<file path="src/rtl/uart_pkg.sv">
// Shared UART definitions: FSM state encoding, bit-period helper, data width.
package uart_pkg;

   localparam int DATA_BITS = 8;

   typedef enum logic [1:0] {
      IDLE  = 2'd0,
      START = 2'd1,
      DATA  = 2'd2,
      STOP  = 2'd3
   } uart_state_e;

   function automatic int clks_per_bit(input int clk_freq, input int baud);
      return clk_freq / baud;
   endfunction

endpackage

</file>
<file path="src/rtl/uart_rx_sync.sv">
// Two-flop synchronizer for the asynchronous rx line plus falling-edge detect.
module uart_rx_sync (
   input  logic sys_clk,
   input  logic sys_rst,
   input  logic rx,
   output logic rx_s,
   output logic rx_fall
);

   logic rx_meta;
   logic rx_prev;

   // Idle-high reset values keep a reset from looking like a start edge.
   always_ff @(posedge sys_clk) begin
      if (sys_rst) begin
         rx_meta <= 1'b1;
         rx_s    <= 1'b1;
         rx_prev <= 1'b1;
      end else begin
         rx_meta <= rx;
         rx_s    <= rx_meta;
         rx_prev <= rx_s;
      end
   end

   assign rx_fall = rx_prev & ~rx_s;

endmodule

</file>
<file path="src/rtl/uart_rx_deframer.sv">
// 8N1 UART receiver with valid/ready hold register and framing/overrun pulses.
// Build option UART_RX_MAJORITY_EN: 2-of-3 majority vote around each sample point.
module uart_rx_deframer
   import uart_pkg::*;
#(
   parameter int CLK_FREQ = 27_000_000,
   parameter int BAUD     = 115_200
) (
   input  logic       sys_clk,
   input  logic       sys_rst,
   input  logic       rx,
   output logic [7:0] rx_data,
   output logic       rx_valid,
   input  logic       rx_ready,
   output logic       rx_busy,
   output logic       frame_err,
   output logic       overrun_err
);

   localparam int CLKS_PER_BIT = clks_per_bit(CLK_FREQ, BAUD);
   localparam int HALF_BIT     = CLKS_PER_BIT / 2;
   localparam int CNT_W        = $clog2(CLKS_PER_BIT);

`ifdef UART_RX_MAJORITY_EN
   localparam int SAMPLE_LAG = 1;
`else
   localparam int SAMPLE_LAG = 0;
`endif

   localparam logic [CNT_W-1:0] START_PT = CNT_W'(HALF_BIT - 1 + SAMPLE_LAG);
   localparam logic [CNT_W-1:0] BIT_PT   = CNT_W'(CLKS_PER_BIT - 1);
   localparam logic [2:0]       LAST_BIT = 3'(DATA_BITS - 1);

   logic rx_s;
   logic rx_fall;
   logic sample;

   uart_rx_sync u_sync (
      .sys_clk (sys_clk),
      .sys_rst (sys_rst),
      .rx      (rx),
      .rx_s    (rx_s),
      .rx_fall (rx_fall)
   );

`ifdef UART_RX_MAJORITY_EN
   logic [1:0] rx_hist;

   // The decision cycle sees mid-1 and mid in the history plus mid+1 live.
   always_ff @(posedge sys_clk) begin
      if (sys_rst) rx_hist <= 2'b11;
      else         rx_hist <= {rx_hist[0], rx_s};
   end

   assign sample = (rx_hist[1] & rx_hist[0]) | (rx_hist[1] & rx_s) | (rx_hist[0] & rx_s);
`else
   assign sample = rx_s;
`endif

   uart_state_e          state;
   logic [CNT_W-1:0]     cnt;
   logic [2:0]           bit_idx;
   logic [DATA_BITS-1:0] shreg;

   // NOTE: every register here uses <= so all branches read pre-edge values;
   // the later rx_valid <= 1 on a completed byte overrides the handshake clear.
   always_ff @(posedge sys_clk) begin
      if (sys_rst) begin
         state       <= IDLE;
         cnt         <= '0;
         bit_idx     <= '0;
         shreg       <= '0;
         rx_data     <= '0;
         rx_valid    <= 1'b0;
         rx_busy     <= 1'b0;
         frame_err   <= 1'b0;
         overrun_err <= 1'b0;
      end else begin
         frame_err   <= 1'b0;
         overrun_err <= 1'b0;
         if (rx_valid && rx_ready) rx_valid <= 1'b0;

         case (state)
            IDLE: begin
               if (rx_fall) begin
                  state   <= START;
                  cnt     <= '0;
                  rx_busy <= 1'b1;
               end
            end
            START: begin
               if (cnt == START_PT) begin
                  cnt     <= '0;
                  bit_idx <= '0;
                  if (!sample) begin
                     state <= DATA;
                  end else begin
                     state   <= IDLE;
                     rx_busy <= 1'b0;
                  end
               end else begin
                  cnt <= cnt + 1'b1;
               end
            end
            DATA: begin
               if (cnt == BIT_PT) begin
                  cnt            <= '0;
                  shreg[bit_idx] <= sample;
                  if (bit_idx == LAST_BIT) state   <= STOP;
                  else                     bit_idx <= bit_idx + 1'b1;
               end else begin
                  cnt <= cnt + 1'b1;
               end
            end
            STOP: begin
               if (cnt == BIT_PT) begin
                  state   <= IDLE;
                  cnt     <= '0;
                  rx_busy <= 1'b0;
                  if (!sample) begin
                     frame_err <= 1'b1;
                  end else if (!rx_valid || rx_ready) begin
                     rx_data  <= shreg;
                     rx_valid <= 1'b1;
                  end else begin
                     overrun_err <= 1'b1;
                  end
               end else begin
                  cnt <= cnt + 1'b1;
               end
            end
            default: state <= IDLE;
         endcase
      end
   end

endmodule

</file>
<file path="config.mk">
export PLATFORM = sky130hd
export DESIGN_NAME = uart_rx_deframer
export DESIGN_NICKNAME = d
export VERILOG_FILES = /design/src/rtl/uart_pkg.sv /design/src/rtl/uart_rx_sync.sv /design/src/rtl/uart_rx_deframer.sv
export SDC_FILE = /design/constraint.sdc
export NUM_CORES = 1
export LEC_CHECK = 0
export CAP_MARGIN = 20
export CORE_ASPECT_RATIO = 0.75
export CORE_MARGIN = 2
export CORE_UTILIZATION = 56
export DETAILED_ROUTE_END_ITERATION = 7
export PLACE_DENSITY = 0.78
export SLEW_MARGIN = 20
export SYNTH_ARGS = -nofsm -noshare
export SYNTH_HDL_FRONTEND = slang
export SYNTH_HIERARCHICAL = 1
export SYNTH_SLANG_ARGS = --single-unit
</file>
<file path="constraint.sdc">
create_clock -name sys_clk -period 1.91 [get_ports sys_clk]
set_clock_uncertainty 0.1 [all_clocks]
set_input_delay 0.191 -clock sys_clk [delete_from_list [all_inputs] [get_ports sys_clk]]
set_output_delay 0.191 -clock sys_clk [all_outputs]
set_load 0.02 [all_outputs]
</file>
Yosys cells after proc, flatten, opt, wreduce, memory -nomap -nowiden. Index checks and enable logic that the tools add are counted.

Register bits after elaboration: 36. Latch bits: 0. RAM bits: 0. Memory bits (read-only): 0. Input bits: 4. Output and inout bits: 12. Logic and storage cells: 78. Memories kept: 0.

$add $sub $neg: 2. Multipliers: 0. Div/mod/pow operators: 0. Order comparisons: 2. Equal/unequal tests: 13. Shifts and indexed selects: 0. Multiplexer cells: 30. Bitwise gates (word level): 4. Reductions and logical operators: 15.

Operators by type and width (count): 2-to-1 mux 8 bit (3); one-hot mux 8 bit (3 select lines) (1); 2-to-1 mux 1 bit (12); 2-to-1 mux 2 bit (6); != test 2 bit, second input constant (6); AND reduction 5 bit (2); 2-to-1 mux 3 bit (3); adder 8 x 1 -> 8 bit, second input constant (1); bitwise mux 8 bit (1); equality test 8 x 7 -> 1 bit, second input constant (1); equality test 8 bit, second input constant (1); one-hot mux 2 bit (4 select lines) (1); AND reduction 4 bit (2); one-hot mux 3 bit (2 select lines) (1); equality test 2 bit, second input constant (2); < comparator 3 x 4 -> 1 bit, second input constant (1); OR reduction 4 bit (1); adder 3 x 1 -> 3 bit, second input constant (1); demux 1 bit (select 3 bit) (1); equality test 3 bit, second input constant (1); greater-or-equal comparator 3 x 1 -> 1 bit, second input constant (1); NOT 1 bit (3); one-hot mux 1 bit (3 select lines) (1); nonzero test 3 bit (1); other kinds (11) (12).

Depth between registers and ports, before layout.
Depth after elaboration: 6. Gate-level depth with buffers: 7. Depth with buffers taken out: 6.

Modules after synthesis. The synthesis kept the hierarchy.

Modules (own cells, without submodules): uart_rx_deframer (times used 1, cells each 192, area an instance 1644.1 um2, seq. area each 660.6 um2); uart_rx_sync (times used 1, cells each 7, area an instance 85.1 um2, seq. area each 60.1 um2).

Least setup slack after synthesis. No wires, ideal clock.

Path type: reg-to-reg. Start point: register cnt[0]. End point: register state[0]. Library setup time: 95 ps. Data arrival time: 1452 ps. Data required time: 1715 ps. Setup slack: 263 ps. Cell stages (with the launch flop): 7. Path buffers: 0. Clock period less this slack: 1647 ps. Cells stage by stage: dfxtp_1 -> inv_1 -> ha_1 -> and3b_1 -> a21oi_2 -> nor2_1 -> a221oi_1.

Longest elaborated chain between the ends: 3. Elaborated cells between the ends (all ways): 6. Classes of those cells: eq/ne: 5; reduce/logical: 1.

RTL lines: from (decl) (line uart_rx_deframer.sv:61) `logic [CNT_W-1:0] cnt;`; from (signal assigned) (line uart_rx_deframer.sv:102) `cnt <= cnt + 1'b1;`; from (signal assigned) (line uart_rx_deframer.sv:112) `cnt <= cnt + 1'b1;`; from (signal assigned) (line uart_rx_deframer.sv:129) `cnt <= cnt + 1'b1;`; equality test 8 bit or equality test 8 x 7 -> 1 bit (tied branches) (line uart_rx_deframer.sv:106, uart_rx_deframer.sv:116, uart_rx_deframer.sv:92); != test 2 bit (no source line); AND reduction 5 bit (no source line) *; to (signal assigned) (line uart_rx_deframer.sv:109) `if (bit_idx == LAST_BIT) state <= STOP;`; to (signal assigned) (line uart_rx_deframer.sv:117) `state <= IDLE;`; to (signal assigned) (line uart_rx_deframer.sv:132) `default: state <= IDLE;`; to (decl) (line uart_rx_deframer.sv:60) `uart_state_e state;`.

Mark *: on every way between the ends. The rest lies on a longest branch, timed or not. A chain may end at the register's enable or synchronous reset.

Worst setup path after layout.
Start point: register bit_idx[0]. End point: register bit_idx[0].

Longest elaborated chain between the ends: 4. Elaborated cells between the ends (all ways): 7. Classes of those cells: add/sub: 1; eq/ne: 2; mux: 3; reduce/logical: 1.

RTL lines: from (decl) (line uart_rx_deframer.sv:62) `logic [2:0] bit_idx;`; from (signal assigned) (line uart_rx_deframer.sv:110) `else bit_idx <= bit_idx + 1'b1;`; adder 3 x 1 -> 3 bit (line uart_rx_deframer.sv:110); 2-to-1 mux 3 bit (line uart_rx_deframer.sv:109); 2-to-1 mux 3 bit (line uart_rx_deframer.sv:106) `if (cnt == BIT_PT) begin`; one-hot mux 3 bit (2 select lines) (line uart_rx_deframer.sv:83) `case (state)`.

Several ways; a longest one is shown, not always the timed one. The select of a mux whose other input is x is not followed.

==> summary.md <==
| Metric | Value |
|---|---|
| Longest Clk Path Bufs | 2 |
| I/O Pins | 16 |
| First-pass GRT wire length | 6290 um |
| Setup ws final | 0.138 ns |
| Routed vias/inst | 6.13 |
| Fraction of synthesized area in multiplexers | 0.0463 |
| Fin crit share | 0.928 |
| Most frequent CP cell | ha_1 |
| Fmax | 564 MHz |
| Max stage delay on crit path | 0.56 ns |
| CTS hold repair buffers | 0 |
| Layout fillers | 228 |
| Synth top area cells | dfxtp_1, a21oi_1, mux2i_1 |
| Sequential standard cell area | 721 um2 |
| Antenna Violating Nets Remaining | 0 |
| Register area share after synthesis | 0.417 |
| DR iter-0 viols | 109 |
| Post-layout minimum cycle time | 1.77 ns |
| Largest net degree at the start of global routing | 26 |
| Die height | 52.1 um |
| Clk slew on worst S/H paths | 0.07 ns |
| Crit path DAT | 1.85 ns |
| CP max-delay cell | or4_4 |
| Status | finished, final reports clean |
| Critical path launch point type | register |
| Total global-route track usage | 0.241 |
| Fraction of synthesized cell area in xor and xnor cells | 0 |
| Final HPWL DP | 2770 um |
| Clock buffer count from CTS | 5 |
| CP cell instances | ha_1 > ha_1 > or4_4 > nand3_1 > a21oi_1 |
| Post-synthesis simple-gate area fraction | 0.298 |
| Slew @ Worst Pin | 0.545 ns |
| Post-synth cell types | 39 |
| Initial antenna violation count | 0 |
| FP Rows | 17 |
| H-tree depth | 2 |
| Setup Crit Path Kind | register to register |
| Hold Path Class | register to register |
| Clock root cell | clkbuf_8 |
| Largest family of logic cells by synthesized area | simple AND/OR/NAND/NOR gates |
| Chip Width | 68.2 um |
| Layout cell share with drive strength beyond 1 | 0.0968 |
| Number of synthesized flops with an enable pin | 0 |
| CTS tree | yes |
| Vias in the first global route | 1335 |
| Hold Violations, Final | 0 |
| Total Die Area | 3550 um2 |
| Hold slack | 0.316 ns |
| Post-synthesis cell count | 199 |
| Rel. slew slack | 0.636 |
| Core area | 2940 um2 |
| MaxCap Viol Count | 0 |
| Lkg Pwr | 0.735 nW |
| Clk sinks | 36 |
| # setup viols final | 0 |
| Initial Utilization | 0.589 |
| Worst vdd ir | 463 uV |
| Most frequent cells in the layout | dfxtp_1, a21oi_1, nand3_1, clkdlybuf4s50_1, nor2_1 |
| Syn Nets | 208 |
| PortBufs | 15 |
| Post-Syn Area | 1730 um2 |
| Synth area leader | dfxtp_1 |
| Synthesized flop and latch total | 36 |
| Worst-path maximum fanout | 7 |
| Asr flop ratio synth | 0 |
| DRC viols | 0 |
| Layout area overhead | 16.7% |
| Clk_lat worst skew | 0.29 ns |
| Synth Area in Adders | 0.0362 |
| Commonest non-fill, non-tap cell in the layout | dfxtp_1 |
| YS warnings | 6 |
| Critical Path End Type | register |
| Reg-to-reg slack, setup | 0.14 ns |
| Mean Syn Cell Area | 8.69 um2 |
| Routed vias | 1563 |
| Final Max Slew Viols | 0 |
| Area of the multi-input gates | 947 um2 |
| Pre-CTS WS | 0.115 ns |
| N_diodes | 0 |
| Final wirelength | 3870 um |
| Total grt overflow | 0 |
| Crit path required time | 1.98 ns |
| Predominant post-synthesis flop cell | dfxtp_1 |
| Layout Nets | 226 |
| First-pass DRT Iterations | 4 |
| Routability Congestion | 0.879 |
| Synth Area in Compound Gates | 0.160 |
| Share of the synthesized area in the top cell type | 0.417 |
| PwrDens | 661 nW/um2 |
| Routed len/inst | 15.2 um |
[registers in the layout, summed over array words and instances (netlist names), named ones only]
name and cells:
cnt 8, rx_data 8, shreg 8, bit_idx 3, frame_err 1, overrun_err 1, rx_busy 1, rx_valid 1
state 1, u_sync/rx_meta 1, u_sync/rx_prev 1, u_sync/rx_s 1
[logic make-up (layout without fill, tap and decap cells)]
| family | count (synthesis) | after routing |
|---|---|---|
| buffers and inverters | 16 | 34 |
| AOI/OAI and AO/OA | 48 | 48 |
| muxes | 8 | 8 |
| and+or+nand+nor | 86 | 86 |
| adders and majority gates | 5 | 5 |
| DFF | 36 | 36 |
[cell usage after synthesis (2+ instances only)]
| master | instances |
|---|---|
| o21a_1 | 3 |
| o22ai_1 | 5 |
| nand2_1 | 10 |
| nand2b_1 | 5 |
| nor3_1 | 6 |
| o31ai_1 | 2 |
| mux2i_1 | 8 |
| nor4bb_1 | 2 |
| clkbuf_1 | 5 |
| ha_1 | 5 |
| nor2b_1 | 3 |
| and3_1 | 2 |
| inv_1 | 4 |
| or2_1 | 3 |
| nand3_1 | 15 |
| nand4b_1 | 6 |
| and4b_1 | 2 |
| nor2_1 | 14 |
| dfxtp_1 | 36 |
| buf_2 | 5 |
| nand4_1 | 8 |
| a21oi_1 | 22 |
| and2_1 | 2 |
| a21oi_2 | 2 |
| o21ai_1 | 10 |
[metrics by stage]
step	instances	power [mW]	TNS (ns)	util	cell area, um2
finish	255	1.33	0	0.688	2020
global route	255	1.37	-0.0148	0.688	2020
CTS	255	1.33	0	0.683	2010
detailed placement	248	0.841	0	0.657	1930
global placement	248	0.838	0	0.657	1930
floorplan	199	0.816	0	-	1730
[layer usage]
layer,track usage,up-vias,wire (um)
li1,-,765,-
met1,0.355,732,1790
met2,0.338,56,1710
met3,0.0563,10,309
met4,0.0900,0,62
met5,0,-,0
[layout make-up]
| class | count | share of cell area |
|---|---|---|
| multi-input combinational | 147 | 0.469 |
| sequential | 36 | 0.357 |
| timing repair buffer | 23 | 0.104 |
| clock buffer | 6 | 0.0360 |
| tap | 38 | 0.0236 |
| inverter | 4 | 0.00744 |
| clock inverter | 1 | 0.00248 |
[power breakdown]
part	leakage, nW	switching (mW)	internal (mW)
Combinational	0.403	0.0325	0.0238
Clock	0.0410	0.260	0.248
Sequential	0.291	0.0121	0.757
Total	0.735	0.305	1.03
[timing repair]
action,CTS,global route
endpoints found under the setup margin,0,12
gates resized for setup,0,3
buffers inserted,0,0
hold endpoints to repair,0,0
[worst paths after layout]
check | startpoint | to | cells after the start
setup / recovery | bit_idx[0] | bit_idx[0] | 5
hold / removal | u_sync/rx_meta | u_sync/rx_s | 1
setup reg to reg | bit_idx[0] | bit_idx[0] | 5
hold reg to reg | u_sync/rx_meta | u_sync/rx_s | 1
[worst max-delay path, delay by kind of cell (launching register included)]
family / cells / cell delay, ns
DFF: 1 / 0.37
AOI/OAI and AO/OA: 1 / 0.07
and+or+nand+nor: 2 / 0.66
adders and majority gates: 2 / 0.46
(Power assumes the default switching activity.)
